## config.mk

```make
export PLATFORM = sky130hd
export DESIGN_NAME = delta_ram_reader
export DESIGN_NICKNAME = d
export VERILOG_FILES = /design/src/rtl/delta_ram_reader_pkg.sv /design/src/rtl/delta_ram_reader_skid_fifo.sv /design/src/rtl/delta_ram_reader.sv
export SDC_FILE = /design/constraint.sdc
export NUM_CORES = 1
export LEC_CHECK = 0
export CORE_MARGIN = 1.5
export CORE_UTILIZATION = 45
export DETAILED_ROUTE_END_ITERATION = 8
export PLACE_DENSITY = 0.76
export SYNTH_ARGS = -nofsm -noshare
export SYNTH_HDL_FRONTEND = slang
export SYNTH_SLANG_ARGS = --single-unit
```

## constraint.sdc

```tcl
create_clock -name clk -period 2.9 [get_ports clk]
set_input_delay 0.58 -clock clk [delete_from_list [all_inputs] [get_ports clk]]
set_output_delay 0.58 -clock clk [all_outputs]
set_load 0.03 [all_outputs]
```

## src/rtl/delta_ram_reader_pkg.sv

```systemverilog
// Shared types and default widths for the delta SRAM read-side controller.
package delta_ram_reader_pkg;

  localparam int DEF_SRAM_DEPTH_BIT = 6;
  localparam int DEF_SRAM_WIDTH     = 28;

  typedef enum logic [1:0] {
    ST_IDLE  = 2'd0,
    ST_READ  = 2'd1,
    ST_DRAIN = 2'd2
  } state_e;

endpackage

```

## src/rtl/delta_ram_reader_skid_fifo.sv

```systemverilog
// Two-entry register FIFO that holds SRAM read data until the stream consumer accepts it.
module delta_ram_reader_skid_fifo
  import delta_ram_reader_pkg::*;
#(
  parameter int WIDTH = DEF_SRAM_WIDTH
) (
  input  logic             clk,
  input  logic             clear,
  input  logic             push,
  input  logic             pop,
  input  logic [WIDTH-1:0] push_data,
  output logic [1:0]       cnt,
  output logic [WIDTH-1:0] head
);

  logic [WIDTH-1:0] entry0_q, entry0_d;
  logic [WIDTH-1:0] entry1_q, entry1_d;
  logic [1:0]       cnt_q, cnt_d;

  always_ff @(posedge clk) begin
    if (clear) begin
      entry0_q <= '0;
      entry1_q <= '0;
      cnt_q    <= 2'd0;
    end else begin
      entry0_q <= entry0_d;
      entry1_q <= entry1_d;
      cnt_q    <= cnt_d;
    end
  end

  // Entry 0 is always the head; a pop shifts entry 1 forward.
  always_comb begin
    entry0_d = entry0_q;
    entry1_d = entry1_q;
    cnt_d    = cnt_q;
    case ({push, pop})
      2'b10: begin
        if (cnt_q == 2'd0) entry0_d = push_data;
        else               entry1_d = push_data;
        cnt_d = cnt_q + 2'd1;
      end
      2'b01: begin
        entry0_d = entry1_q;
        cnt_d    = cnt_q - 2'd1;
      end
      2'b11: begin
        if (cnt_q == 2'd1) begin
          entry0_d = push_data;
        end else begin
          entry0_d = entry1_q;
          entry1_d = push_data;
        end
      end
      default: ;
    endcase
  end

  assign cnt  = cnt_q;
  assign head = entry0_q;

endmodule

```

## src/rtl/delta_ram_reader.sv

```systemverilog
// Burst read controller: issues sequential wrapped SRAM reads and returns the words
// as a valid/ready stream, throttling issue so the 2-entry FIFO never overflows.
module delta_ram_reader
  import delta_ram_reader_pkg::*;
#(
  parameter int SRAM_DEPTH_BIT = DEF_SRAM_DEPTH_BIT,
  parameter int SRAM_WIDTH     = DEF_SRAM_WIDTH
) (
  input  logic                      clk,
  input  logic                      rst,
  input  logic                      start,
  input  logic [SRAM_DEPTH_BIT-1:0] base_addr,
  input  logic [SRAM_DEPTH_BIT:0]   len,
  output logic                      busy,
  output logic                      done,
  output logic                      ram_read_en,
  output logic [SRAM_DEPTH_BIT-1:0] ram_addr_r,
  input  logic [SRAM_WIDTH-1:0]     ram_data_out,
  output logic                      out_valid,
  input  logic                      out_ready,
  output logic [SRAM_WIDTH-1:0]     out_data,
  output logic                      out_last
);

  localparam int LEN_W = SRAM_DEPTH_BIT + 1;
  localparam logic [LEN_W-1:0]          LEN_ONE  = {{(LEN_W-1){1'b0}}, 1'b1};
  localparam logic [SRAM_DEPTH_BIT-1:0] ADDR_ONE = {{(SRAM_DEPTH_BIT-1){1'b0}}, 1'b1};

  state_e                    state_q, state_d;
  logic [SRAM_DEPTH_BIT-1:0] rd_addr_q, rd_addr_d;
  logic [LEN_W-1:0]          rd_left_q, rd_left_d;
  logic [LEN_W-1:0]          pop_left_q, pop_left_d;
  logic                      inflight_q;
  logic                      done_q, done_d;

  logic [1:0]                fifo_cnt;
  logic [SRAM_WIDTH-1:0]     fifo_head;
  logic                      pop;
  logic [2:0]                credit;

  always_ff @(posedge clk) begin
    if (rst) begin
      state_q    <= ST_IDLE;
      rd_addr_q  <= '0;
      rd_left_q  <= '0;
      pop_left_q <= '0;
      inflight_q <= 1'b0;
      done_q     <= 1'b0;
    end else begin
      state_q    <= state_d;
      rd_addr_q  <= rd_addr_d;
      rd_left_q  <= rd_left_d;
      pop_left_q <= pop_left_d;
      inflight_q <= ram_read_en;
      done_q     <= done_d;
    end
  end

  always_comb begin
    state_d    = state_q;
    rd_addr_d  = rd_addr_q;
    rd_left_d  = rd_left_q;
    pop_left_d = pop_left_q;
    done_d     = 1'b0;
    if (ram_read_en) begin
      rd_addr_d = rd_addr_q + ADDR_ONE;
      rd_left_d = rd_left_q - LEN_ONE;
    end
    if (pop) pop_left_d = pop_left_q - LEN_ONE;
    case (state_q)
      ST_IDLE: begin
        if (start) begin
          if (len == '0) begin
            done_d = 1'b1;
          end else begin
            state_d    = ST_READ;
            rd_addr_d  = base_addr;
            rd_left_d  = len;
            pop_left_d = len;
          end
        end
      end
      ST_READ: begin
        if (ram_read_en && rd_left_q == LEN_ONE) state_d = ST_DRAIN;
      end
      ST_DRAIN: begin
        if (pop && out_last) begin
          state_d = ST_IDLE;
          done_d  = 1'b1;
        end
      end
      default: state_d = ST_IDLE;
    endcase
  end

  // Occupancy after this cycle's pop, counting the word still in the SRAM pipeline.
  always_comb begin
    out_valid   = fifo_cnt != 2'd0;
    pop         = out_valid && out_ready;
    credit      = {1'b0, fifo_cnt} + {2'b00, inflight_q} - {2'b00, pop};
    ram_read_en = (state_q == ST_READ) && (rd_left_q != '0) && (credit < 3'd2);
    ram_addr_r  = rd_addr_q;
    out_data    = fifo_head;
    out_last    = out_valid && (pop_left_q == LEN_ONE);
    busy        = state_q != ST_IDLE;
    done        = done_q;
  end

  delta_ram_reader_skid_fifo #(
    .WIDTH(SRAM_WIDTH)
  ) u_fifo (
    .clk      (clk),
    .clear    (rst),
    .push     (inflight_q),
    .pop      (pop),
    .push_data(ram_data_out),
    .cnt      (fifo_cnt),
    .head     (fifo_head)
  );

endmodule

```

==> run summary, run 1 <==
ranking of synthesized cells by instance count: sky130_fd_sc_hd__dfxtp_1, sky130_fd_sc_hd__nor2_1, sky130_fd_sc_hd__nor3_1, sky130_fd_sc_hd__a221oi_1, sky130_fd_sc_hd__mux2i_1
synthesis-to-layout area growth: 37.5%
simple logic cell fraction of the synthesized area: 0.204
post-synthesis cell type with the largest combined area: sky130_fd_sc_hd__dfxtp_1
mean routed wirelength per cell: 16.1 µm
n_diodes: 0
Horiz. Die Dim: 93.4 µm
Placed Cells incl. Taps: 585
combinational family with the most area after synthesis: simple AND/OR/NAND/NOR gates
share of flip-flops with an asynchronous set or reset: 0
outcome: finished with violations
M2 GR Usage: 0.359
number of hold violations in the final report: 0
capturing element type of the critical path: output pin
cts bufs inserted: 9
detail-routed via count per cell: 5.67
starting utilization of the core area: 0.471
fraction of synthesized cell area in xor and xnor cells: 0.0214
GRT overflow: 0
setup slack on the worst flop-to-flop path: -0.10 ns
met1 GRT Util: 0.294
startpoint types: register
post-synth top area share: 0.447
total nets after synthesis: 455
combined flip-flop and latch cell area: 1640 µm²
Max-Cap Viols: 0
vertical extent of the die: 93.4 µm
power per unit of standard cell area: 882 nW/µm²
critical path peak fanout: 4
critical-path cell list: inv_2 > ha_4 > nand2b_4 > nor2_4 > o21ai_1 > fa_1 > xor2_1 > a311o_2 > inv_8 > buf_6
Post-Syn Area: 3680 µm²
global-route wire length before repair: 15.7 mm
floorplan row count: 32
worst hold path stage count: 2
average cell area after synthesis: 9.19 µm²
global placer's final weighted congestion: 0.827
Overall Global Routing Usage: 0.229
initial antenna violation count: 0
share of post-route cells with drive strength above 1: 0.151
fin crit share: 1.04
data required time at the worst endpoint: 2.32 ns
Layout fillers: 661
drt first pass iters: 4
main area contributors after synthesis: sky130_fd_sc_hd__dfxtp_1, sky130_fd_sc_hd__mux2i_1, sky130_fd_sc_hd__nor2_1
largest net degree at the start of global routing: 69
Most Used Layer, Global Route: met2
Synth Flop Type: sky130_fd_sc_hd__dfxtp_1
cts-stage hold buffer count: 0
worst reg2reg path endpoint: ram_addr_r[5]
Final min period: 3.02 ns
library cells used by synthesis: 52
Synth warnings: 0
worst IR drop on VDD: 0.559 mV
Post-synth EDFFs: 0
number of design rule violations left after detail routing: 0
leading cell type by number of instances after synthesis: sky130_fd_sc_hd__dfxtp_1
number of buffer cells added on primary ports: 83
H-tree Lvls: 3
Crit Path Class: register to output pin
r2r startpoint: u_fifo.cnt[0]
met3 track utilization from global routing: 0.0740
number of global-route vias before repair: 3323
maximum achievable frequency: 331 MHz
total number of vias: 3429
RSZ-0062 raised after global routing: yes
maximum buffer depth of the clock tree: 2
buffer cell driving the clock tree root: sky130_fd_sc_hd__clkbuf_8
Die Area: 8720 µm²
total half-perimeter wirelength after legalization and detailed placement: 6.58 mm
end of the worst hold path: u_fifo.head[10]
mux share of post-synthesis cell area: 0.0762
register bit count reported by yosys: 82
insertion delay of the later-clocked pin in the worst-skew pair: 0.35 ns
failing checks: setup timing
total leakage power: 1.84 nW
area occupied by multi-input gates: 1950 µm²
clock net sink count: 82
nets@finish: 553
signal arrival time at the worst endpoint: 2.44 ns
Hold Crit Class: register to register
I/O Pins: 84
Worst Tran Pin Value: 0.704 ns
synthesized instance count: 400
final number of max-transition violations: 0
hold path startpoint: u_fifo.head[10]
overall routed net length: 9.72 mm
initial drt markers: 150
post-synthesis sequential area ratio: 0.447
TritonCTS clock tree: built
total power consumption of the routed design: 4.46 mW
Placeable Area: 7810 µm²
share of the synthesized area in compound gates (AO/OA/AOI/OAI): 0.172
Worst R2R Path Depth: 12
library cell contributing the largest single delay on the critical path: sky130_fd_sc_hd__a311o_2
residual antenna-violating net count after detailed routing: 0
final number of setup-violating endpoints: 3
relative slew slack: 0.531
final worst-path setup slack: -0.123 ns
post-route clock skew: 0.0138 ns
clock-pin slew on the worst setup and hold paths: 0.09 ns
synthesized-area fraction occupied by adder cells: 0.0361
final std cells w/o fill: 605
maximum single-stage delay on the critical path: 0.44 ns
==> flip-flops by register name (all words and copies together), names as in the netlist <==
signal	flops
pop_left_q	7
done	1
rd_left_q	7
u_fifo.head	28
inflight_q	1
state_q	2
u_fifo.cnt	2
ram_addr_r	6
u_fifo.entry1_q	28
==> per-stage QoR <==
stage	util	hold WS [ns]	worst slack, ns	setup TNS (ns)	instance area, µm²
after floorplan	-	0.462	0.0219	0	3700
final	0.647	0.493	-0.123	-0.287	5050
after detailed placement	0.610	0.483	-0.536	-4.40	4760
after CTS	0.641	0.496	-0.156	-0.158	5000
after global placement	0.610	0.474	-0.446	-3.41	4760
after global routing	0.647	0.519	-0.235	-0.769	5050
==> layout by cell type, fill, tap and decap left out, drive strengths merged, types with 9 or more instances in the layout <==
cell type,Yosys,final
ha,9,9
inv,13,14
clkbuf,18,10
nor2,71,71
a21oi,10,10
dfxtp,82,82
buf,8,32
a221oi,28,28
clkdlybuf4s50,0,79
mux2i,28,28
nand2,14,14
nor3,33,33
==> critical path, delay by kind of cell (launching register included) <==
kind                     cells  cell delay (ns)
flip-flops                   1             0.34
XOR/XNOR                     1             0.17
AND/OR/NAND/NOR              2             0.26
adder cells (fa/ha/maj)      2             0.54
AO/OA/AOI/OAI                2             0.54
buffers and inverters        3             0.24
==> final cells by class <==
class	instances	share of cell area
Sequential cell	82	0.325
Clock inverter	6	0.0146
Tap cell	102	0.0252
Timing Repair Buffer	113	0.211
Inverter	13	0.0111
Multi-Input combinational cell	279	0.386
Clock buffer	10	0.0272
==> per-layer routing <==
layer  share of wire  up-vias
li1                -     1658
met1            0.43     1647
met2            0.48      110
met3           0.074       14
met4           0.015        0
met5               0        -
==> kinds of logic (layout without fill, tap and decap cells) <==
family / after synthesis / count (layout)
flip-flops: 82 / 82
buffers and inverters: 39 / 142
adder cells (fa/ha/maj): 10 / 10
XOR/XNOR: 9 / 9
AND/OR/NAND/NOR: 155 / 155
AO/OA/AOI/OAI: 77 / 77
multiplexers: 28 / 28
==> report_power, final <==
part / leakage [nW] / internal (mW) / switching (mW)
Sequential: 0.670 / 1.38 / 0.177
Combinational: 1.07 / 0.880 / 1.15
Clock: 0.107 / 0.431 / 0.437
==> repair_timing <==
action,CTS,global route
gates resized for setup,10,6
endpoints found under the setup margin,5,4
setup buffers,1,3
pin swaps,3,2
==> worst max path at each step <==
stage	depth (start not counted)	slack, ns	end	from
floorplan	11	0.02	ram_read_en	u_fifo.cnt[1]
global placement	9	-0.45	ram_addr_r[5]	out_ready
detailed placement	10	-0.54	ram_addr_r[2]	out_ready
CTS	11	-0.16	ram_read_en	u_fifo.cnt[0]
global route	11	-0.23	ram_read_en	u_fifo.cnt[0]
finish	10	-0.12	ram_read_en	u_fifo.cnt[0]
Note: power is estimated with default switching activity, not from simulation.
==> inputs of run 2 (changes only) <==
ABC_AREA = 1   (was not set)
CORE_UTILIZATION = 51   (was 45)
PLACE_DENSITY = 0.8   (was 0.76)
clock period = 3.1 ns   (was 2.9 ns; I/O delays follow)
==> run summary, run 2 <==
number of design rule violations left after detail routing: 0
Worst Tran Pin Value: 1.20 ns
main area contributors after synthesis: sky130_fd_sc_hd__dfxtp_1, sky130_fd_sc_hd__nand2_1, sky130_fd_sc_hd__o21ai_0
detail-routed via count per cell: 5.25
detailed route wirelength on metal3: 467 µm
top layer reached by signal wires: met4
GRT overflow: 0
H-tree Lvls: 3
simple logic cell fraction of the synthesized area: 0.270
clock net sink count: 82
post-route clock skew: 0.0140 ns
global-route wire length before repair: 15.7 mm
commonest non-fill, non-tap cell in the layout: sky130_fd_sc_hd__nand2_1
Placeable Area: 7370 µm²
Synth Flop Type: sky130_fd_sc_hd__dfxtp_1
starting utilization of the core area: 0.535
number of buffer cells added on primary ports: 83
share of the core filled with cells: 0.687
fin crit share: 0.966
critical path peak fanout: 3
data required time at the worst endpoint: 2.48 ns
Design Area, Final: 5070 µm²
insertion delay of the later-clocked pin in the worst-skew pair: 0.36 ns
most used cells in the layout excluding fill and tap cells: sky130_fd_sc_hd__nand2_1, sky130_fd_sc_hd__clkdlybuf4s50_1, sky130_fd_sc_hd__dfxtp_1
outcome: completed
Max-Cap Viols: 0
register bit count reported by yosys: 82
Post-synth EDFFs: 0
combinational family with the most area after synthesis: simple AND/OR/NAND/NOR gates
Final min period: 2.99 ns
instance area at placement: 4840 µm²
cts-stage hold buffer count: 0
Crit Path Class: primary input to output pin
share of the synthesized area in compound gates (AO/OA/AOI/OAI): 0.183
TritonCTS clock tree: built
mean routed wirelength per cell: 13.4 µm
number of global-route vias before repair: 3540
post-synthesis cell type with the largest combined area: sky130_fd_sc_hd__dfxtp_1
maximum single-stage delay on the critical path: 0.50 ns
synthesized-area fraction occupied by adder cells: 0.0336
post-synthesis sequential area ratio: 0.416
n_diodes: 0
capturing element type of the critical path: output pin
synthesis-to-layout area growth: 28.4%
global placer's final weighted congestion: 0.801
Placed Cells incl. Taps: 690
signal arrival time at the worst endpoint: 2.37 ns
total number of vias: 3723
overall routed net length: 9.47 mm
library cells used by synthesis: 34
nets@finish: 660
startpoint types: primary input
Most Frequent Cell on Critical Path: sky130_fd_sc_hd__nor2_4
drt first pass iters: 4
synthesized instance count: 523
initial drt markers: 142
share of post-route cells with drive strength above 1: 0.164
average cell area after synthesis: 7.54 µm²
fraction of synthesized cell area in xor and xnor cells: 0.0133
share of flip-flops with an asynchronous set or reset: 0
wl on met1: 4.13 mm
post-synth top area share: 0.416
worst IR drop on VDD: 0.511 mV
kind of cell adding the most delay to the critical path: buffers and inverters
residual antenna-violating net count after detailed routing: 0
leading cell type by number of instances after synthesis: sky130_fd_sc_hd__nand2_1
clock-pin slew on the worst setup and hold paths: 0.09 ns
final std cells w/o fill: 709
Die Area: 8270 µm²
Overall Global Routing Usage: 0.233
Horiz. Die Dim: 91.0 µm
final number of max-transition violations: 0
cts bufs inserted: 9
maximum buffer depth of the clock tree: 2
total half-perimeter wirelength after legalization and detailed placement: 6.37 mm
Hold Crit Class: register to register
total leakage power: 2.02 nW
library cell contributing the largest single delay on the critical path: sky130_fd_sc_hd__clkdlybuf4s50_1
critical path buffer and inverter count: 3
Synth warnings: 0
vertical extent of the die: 91.0 µm
Post-Syn Area: 3950 µm²
sum of met2 wire segment lengths after detailed routing: 4.68 mm
number of hold violations in the final report: 0
Layout fillers: 626
maximum achievable frequency: 334 MHz
floorplan row count: 31
largest net degree at the start of global routing: 57
critical-path cell list: clkdlybuf4s50_1 > nand2_4 > nor2_4 > o21ai_2 > fa_1 > nand3_2 > nor2_4 > nand2_1 > inv_2 > buf_6
buffer cell driving the clock tree root: sky130_fd_sc_hd__clkbuf_8
power per unit of standard cell area: 786 nW/µm²
total nets after synthesis: 578
mux share of post-synthesis cell area: 0
ranking of synthesized cells by instance count: sky130_fd_sc_hd__nand2_1, sky130_fd_sc_hd__dfxtp_1, sky130_fd_sc_hd__o21ai_0, sky130_fd_sc_hd__inv_1, sky130_fd_sc_hd__nand3_1
I/O Pins: 84
initial antenna violation count: 0
final number of setup-violating endpoints: 0
relative slew slack: 0.194
## run 2: timing repair
item	CTS	global route
gates resized for setup	4	7
pin swaps	0	2
buffers inserted	1	2
endpoints found under the setup margin	1	1
## run 2: path summary, 6_finish.rpt
check | slack [ns] | startpoint | depth (start not counted) | endpoint
max | 0.11 | out_ready | 10 | ram_read_en
min | 0.47 | u_fifo.entry1_q[5] | 2 | u_fifo.entry1_q[5]
max reg2reg | 0.76 | u_fifo.cnt[0] | 14 | ram_addr_r[0]
min reg2reg | 0.47 | u_fifo.entry1_q[5] | 2 | u_fifo.entry1_q[5]
## run 2: layout make-up
| class | count | area, µm² | area share |
|---|---|---|---|
| tap | 99 | 124 | 0.0245 |
| inverter | 44 | 169 | 0.0333 |
| multi-input combinational | 371 | 2000 | 0.395 |
| sequential | 82 | 1640 | 0.325 |
| clock inverter | 7 | 58.8 | 0.0116 |
| clock buffer | 9 | 124 | 0.0245 |
| timing repair buffer | 97 | 945 | 0.186 |
## run 2: power by group
group          leakage (nW)  switching (mW)  total (mW)  internal [mW]
Sequential            0.670           0.162        1.48           1.32
Clock                0.0925           0.431       0.736          0.305
Combinational          1.26            1.07        1.77          0.698
## run 2: worst register-to-register path, delay by kind of cell (launching register included)
family                   cells  cell delay (ns)
buffers and inverters        4             0.38
flip-flops                   1             0.36
AO/OA/AOI/OAI                2             0.20
adder cells (fa/ha/maj)      2             0.71
XOR/XNOR                     1             0.14
AND/OR/NAND/NOR              5             0.46
## run 2: cells by family (layout without fill, tap and decap cells)
logic type	count (synthesis)	in the layout
AND/OR/NAND/NOR	236	236
XOR/XNOR	6	6
AO/OA/AOI/OAI	119	119
flip-flops	82	82
adder cells (fa/ha/maj)	10	10
buffers and inverters	70	157
## run 2: metrics by stage
stage	TNS (ns)	hold WS, ns	setup slack (ns)	power (mW)
finish	0	0.466	0.106	3.98
global route	-0.0139	0.492	-0.0139	4.22
CTS	0	0.466	0.0121	3.98
detailed placement	-0.0475	0.453	-0.0475	3.23
global placement	-0.00946	0.448	-0.00946	3.20
floorplan	0	0.441	0.207	2.57
## run 2: metal layers
layer	up-vias	global-route usage
met4	0	0.0820
met1	1726	0.270
li1	1883	-
met2	96	0.403
met3	18	0.0712
met5	-	0
==> inputs of run 3 (changes only) <==
TNS_END_PERCENT = 100   (was not set)
==> results of run 3 <==
No change in the layout: final DEF, timing and power equal those of run 2.
==> edit 1, RTL diff (flow settings as in run 3) <==
Make the reset (`rst`) asynchronous in one clocked block.
--- a/src/rtl/delta_ram_reader.sv
+++ b/src/rtl/delta_ram_reader.sv
@@ -38,7 +38,7 @@
   logic                      pop;
   logic [2:0]                credit;
 
-  always_ff @(posedge clk) begin
+  always_ff @(posedge clk or posedge rst) begin
     if (rst) begin
       state_q    <= ST_IDLE;
       rd_addr_q  <= '0;
Function: differs if rst is asserted again (counterexample within 4 cycles, from zero or initial values and one cycle with rst high); with rst held inactive, the same outputs for 10 cycles.
==> edit 1 against run 3 <==
- sequential cell count unchanged
- area after synthesis increased by 2.3%
- power increased by 47%
- combinational power increased by 80%
- sequential share of layout area increased by 1.8 points
- final area increased by 1.8%
- largest power group unchanged
- worst setup slack improved by 0.076 ns
- non-clock buffer count decreased by 5
- largest cell class unchanged
- cell count decreased by 1.3%
- wire length increased by 1.4%
==> edit 1: results (changes against run 3) <==
[power_and_ir_drop]
power.leakage_nw = 2.30  ; +14%
irDropWorstVdd_v = 0.000476  ; -6.9%
netSwitchingFraction_pct = 46.0  ; +4.3 points

[worst_setup_path]
cp-startpoint = u_fifo.cnt[1]
reg2reg_to = rd_left_q[6]
r2r_slack_ns = 0.58  ; -0.18 ns
cp.arrival_ns = 2.30  ; -0.07 ns
cp_max_fo = 5  ; +2
reg2regPathDepth = 15  ; +1

[final_layout]
buf_share_pct = 17.7  ; -0.90 points
multi_input_area_mm2 = 0.00188  ; -6.1%
inverters = 72  ; +64%
n_fill_cell = 640  ; +2.2%
finalNetCount = 649  ; -1.7%
final.clkbuf_count = 10  ; +1
layout.non_clock_buffers = 92  ; -5.2%
final-clk-cell-share_pct = 3.69  ; +0.083 points
multi_input_gates = 337  ; -9.2%
diodes = 0  ; unchanged
drive_above_1_share_pct = 10.9  ; -5.5 points
seqCellArea_mm2 = 0.00177  ; +7.5%
fin_util_pct = 67.1  ; -1.7 points

[global_routing]
antenna_found_initial = 0  ; unchanged
grtUsageTotal_pct = 23.5  ; +0.21 points
grt_pass1_vias = 3519  ; -0.59%
grt_max_degree = 57  ; unchanged
grt_pass1_wl_mm = 15.9  ; +1.5%

[sta]
skew_ns = 0.0125  ; -0.00150 ns
worst_pin_slew_ns = 1.18  ; -0.0195 ns
timing.hold.ws_ns = 0.478  ; +0.0128 ns

[logic_synthesis]
synth_cell_types = 32  ; -5.9%
ys_seq_area_share_pct = 43.6  ; +2.0 points
yosys-top-cells-count = nand2_1 (119), inv_1 (70), dfxtp_1 (58), nor2_1 (48), o21ai_0 (45)
async_flop_share_pct = 29.3  ; +29 points
synthTopCellsByArea = dfxtp_1 (29%), dfrtp_1 (15%), nand2_1 (11%), inv_1 (6.5%), a211oi_2 (6.2%)
ys.warnings.count = 0  ; unchanged
synthCells = 516  ; -1.3%
ys.flop_type = dfxtp_1
synth_nets = 571  ; -1.2%

[cts]
clk_latency_ns = 0.35
cts-root-buf = clkbuf_8
postCtsSetupBuffers = 0  ; -1
htree_levels = 3  ; unchanged
cts_made_buffers = 9  ; unchanged

[status]
status = complete, no violations

[floorplanning]
core_area_mm2 = 0.00769  ; +4.3%

[place]
dp_hpwl_mm = 6.57  ; +3.2%
place_ws_ns = 0.0786  ; +0.126 ns
portBuffers = 83  ; unchanged
gp_congestion = 0.890  ; +11%
dp_cells = 685  ; -0.72%
dpl-instance-area_mm2 = 0.00493  ; +2.0%

[routing]
wl_per_cell_um = 13.7  ; +2.7%
dr.first_iter.drc_count = 256  ; +80%
vias = 3671  ; -1.4%
drt_pass1_iterations = 4  ; unchanged
viasPerCell = 5.24  ; -0.13%

[min_path]
holdCritPathClass = register to register
holdCritStartpoint = u_fifo.entry1_q[25]

[edit 1: layer usage]
| metal | track usage [%] | vias to the layer above | routed length [um] |
|---|---|---|---|
| met5 | 0 | - | 0 |
| met4 | 8.72 | 0 | 157 |
| met3 | 4.98 | 17 | 485 |
| met2 | 38.6 | 114 | 4670 |
| met1 | 30.3 | 1697 | 4290 |
| li1 | - | 1843 | - |
[edit 1: how the worst min path moves through the flow]
stage	end	depth (start not counted)
6_report	u_fifo.head[25]	2
5_1_grt	u_fifo.head[4]	2
4_1_cts	u_fifo.head[25]	2
3_5_place_dp	u_fifo.head[3]	2
3_3_place_gp	u_fifo.head[19]	2
2_1_floorplan	u_fifo.head[11]	2
[edit 1: worst max-delay path: stages (launching register included)]
cell	delay, ns
dfxtp_4	0.36
inv_2	0.10
ha_4	0.15
inv_4	0.05
nand2_4	0.07
clkinv_1	0.08
nor2_1	0.10
o21ai_1	0.08
fa_1	0.49
nand3_1	0.09
inv_1	0.06
nand2_1	0.05
nor2_2	0.13
buf_6	0.14
[edit 1: power by group through the flow]
stage	logic [W]	clock network (W)	registers, W
after floorplan	0.00182	0	0.00226
after global placement	0.00304	0	0.00188
after detailed placement	0.00313	0	0.00189
after CTS	0.00314	0.000782	0.00187
after global routing	0.00350	0.000837	0.00195
final	0.00318	0.000773	0.00189
[edit 1: cells by family after synthesis]
family | share of synthesized area (%)
buf+inv | 10.6
simple gates | 21.6
fa+ha+maj | 3.29
xor+xnor | 1.52
compound gates | 19.3
flops | 43.6
[edit 1: what timing repair did]
item,4_1_cts,5_1_grt
resized for setup,0,13
hold endpoints to repair,0,0
setup endpoints to repair,0,1
==> edit 2, RTL diff (config.mk and constraints of run 3) <==
Made on the original files. `DEF_SRAM_WIDTH`: 28 -> 56.
--- a/src/rtl/delta_ram_reader_pkg.sv
+++ b/src/rtl/delta_ram_reader_pkg.sv
@@ -2,7 +2,7 @@
 package delta_ram_reader_pkg;
 
   localparam int DEF_SRAM_DEPTH_BIT = 6;
-  localparam int DEF_SRAM_WIDTH     = 28;
+  localparam int DEF_SRAM_WIDTH     = 56;
 
   typedef enum logic [1:0] {
     ST_IDLE  = 2'd0,
Interface: changed (resized out_data and ram_data_out); port bits go from 84 to 140. The function was not compared with the original's and may differ.
==> edit 2 against run 3 <==
- via count increased by 51%
- core utilization increased by 1.3 points
- wire length increased by 55%
- cell count increased by 52%
- critical path type is now register to output port
- sequential share of layout area increased by 0.45 points
- count of clock-buffer cells in the layout increased by 14
- sequential power increased by 59%
- power increased by 83%
- critical path depth increased by 2
- area after synthesis increased by 60%
- die area increased by 57%
- worst setup slack got worse by 0.0021 ns
- sequential cell count increased by 56
- final area increased by 66%
==> edit 2: results (changes against run 3) <==
[final_layout]
finalNetCount = 1005  ; +52%
n_fill_cell = 963  ; +54%
diodes = 0  ; unchanged
drive_above_1_share_pct = 16.8  ; +0.42 points

[logic_synthesis]
async_flop_share_pct = 0  ; unchanged
yosys-top-cells-count = dfxtp_1 (138), a21oi_1 (133), o21ai_0 (101), inv_1 (91), nor2_1 (59)
ys.warnings.count = 0  ; unchanged
synthTopCellsByArea = dfxtp_1 (44%), a21oi_1 (11%), o21ai_0 (8.0%), a21oi_2 (7.7%), inv_1 (5.4%)
synth_nets = 877  ; +52%
synth_cell_types = 32  ; -5.9%
ys_seq_area_share_pct = 43.9  ; +2.3 points

[cts]
cts-root-buf = clkbuf_16
clock_path_buffers = 2  ; unchanged
clk_latency_ns = 0.41  ; +0.05 ns
htree_levels = 4  ; +1
cts_made_buffers = 17  ; +8
path_clk_slew_ns = 0.06  ; -0.03 ns

[global_routing]
grt_pass1_vias = 5098  ; +44%
grt_max_degree = 83  ; +46%
grtUsageTotal_pct = 22.8  ; -0.43 points
grt_pass1_wl_mm = 23.9  ; +52%

[power_and_ir_drop]
power.leakage_nw = 3.08  ; +52%
irDropWorstVdd_v = 0.000566  ; +11%

[place]
portBuffers = 139  ; +67%
dp_hpwl_mm = 9.08  ; +43%
gp_congestion = 0.875  ; +9.3%

[worst_setup_path]
cpMaxStageDelayCell = fa_1
cp_max_fo = 4  ; +1
max_stage_delay_ns = 0.53  ; +0.03 ns

[sta]
relSlewSlack_pct = 52.1  ; +33 points
skew_ns = 0.00875  ; -0.00524 ns

[routing]
drt_pass1_iterations = 5  ; +1
dr.first_iter.drc_count = 427  ; +200%
routed_wirelength_mm = 14.7  ; +55%
vias = 5631  ; +51%

[status]
status = complete, no violations

[min_path]
holdCritPathClass = register to register

==> edit 2: report_power, final <==
part	internal [W]	total, W	switching, W
Clock	0.00124	0.00196	0.000722
Combinational	0.00116	0.00299	0.00183
Sequential	0.00217	0.00236	0.000188
==> edit 2: worst max-delay path, delay by kind of cell, from the launching register on <==
family | cells | cell delay [ns]
buffers and inverters | 4 | 0.33
AO/OA/AOI/OAI | 1 | 0.08
AND/OR/NAND/NOR | 5 | 0.50
adder cells (fa/ha/maj) | 2 | 0.69
flip-flops | 1 | 0.37
==> edit 2: area by class of cell <==
| cell class | instances | area (um2) | share of cell area, % |
|---|---|---|---|
| clock buffers | 23 | 478 | 5.68 |
| inverters | 94 | 363 | 4.31 |
| flip-flops and latches | 138 | 2770 | 32.9 |
| clock inverters | 8 | 93.8 | 1.11 |
| multi-input cells | 509 | 2900 | 34.5 |
| repair buffers | 162 | 1630 | 19.3 |
| well taps | 147 | 184 | 2.18 |
==> edit 2: kinds of logic after synthesis <==
| logic type | after synthesis | synth area share (%) |
|---|---|---|
| AOI/OAI and AO/OA | 323 | 29.6 |
| xor gates and xnor gates | 7 | 0.974 |
| adders and majority gates | 10 | 2.11 |
| buffers and inverters | 147 | 10.8 |
| DFF | 138 | 43.9 |
| and+or+nand+nor | 169 | 12.7 |
==> edit 2: final timing paths <==
check        slack [ns]                 from  cells after the start                  end
max                0.10        u_fifo.cnt[1]                     12          ram_read_en
min                0.45  u_fifo.entry1_q[14]                      2  u_fifo.entry1_q[14]
max reg2reg        0.52        u_fifo.cnt[1]                     15         rd_left_q[3]
min reg2reg        0.45  u_fifo.entry1_q[14]                      2  u_fifo.entry1_q[14]
==> edit 2: repair_timing <==
item | 4_1_cts | 5_1_grt
hold buffers | 0 | 0
pin swaps | 0 | 2
endpoints found under the setup margin | 1 | 1
buffers inserted | 1 | 1
gates resized for setup | 6 | 12
==> edit 2: per-stage QoR <==
stage / setup WS (ns) / instances / utilization, % / total power [W] / area (um2)
after floorplan: 0.190 / 794 / - / 0.00431 / 6300
after global placement: -0.0223 / 1048 / 64.8 / 0.00525 / 7790
after detailed placement: -0.0671 / 1048 / 64.8 / 0.00528 / 7790
after CTS: 0.0353 / 1080 / 69.8 / 0.00730 / 8380
after global routing: -0.0541 / 1081 / 70.1 / 0.00771 / 8420
final: 0.104 / 1081 / 70.1 / 0.00730 / 8420
==> edit 2: routing by layer <==
metal	global-route usage [%]	up-vias	share of wire, %
met3	6.46	10	5.4
met2	36.0	154	46
met1	30.7	2578	48
met4	6.42	0	0.78
met5	0	-	0
li1	-	2889	-
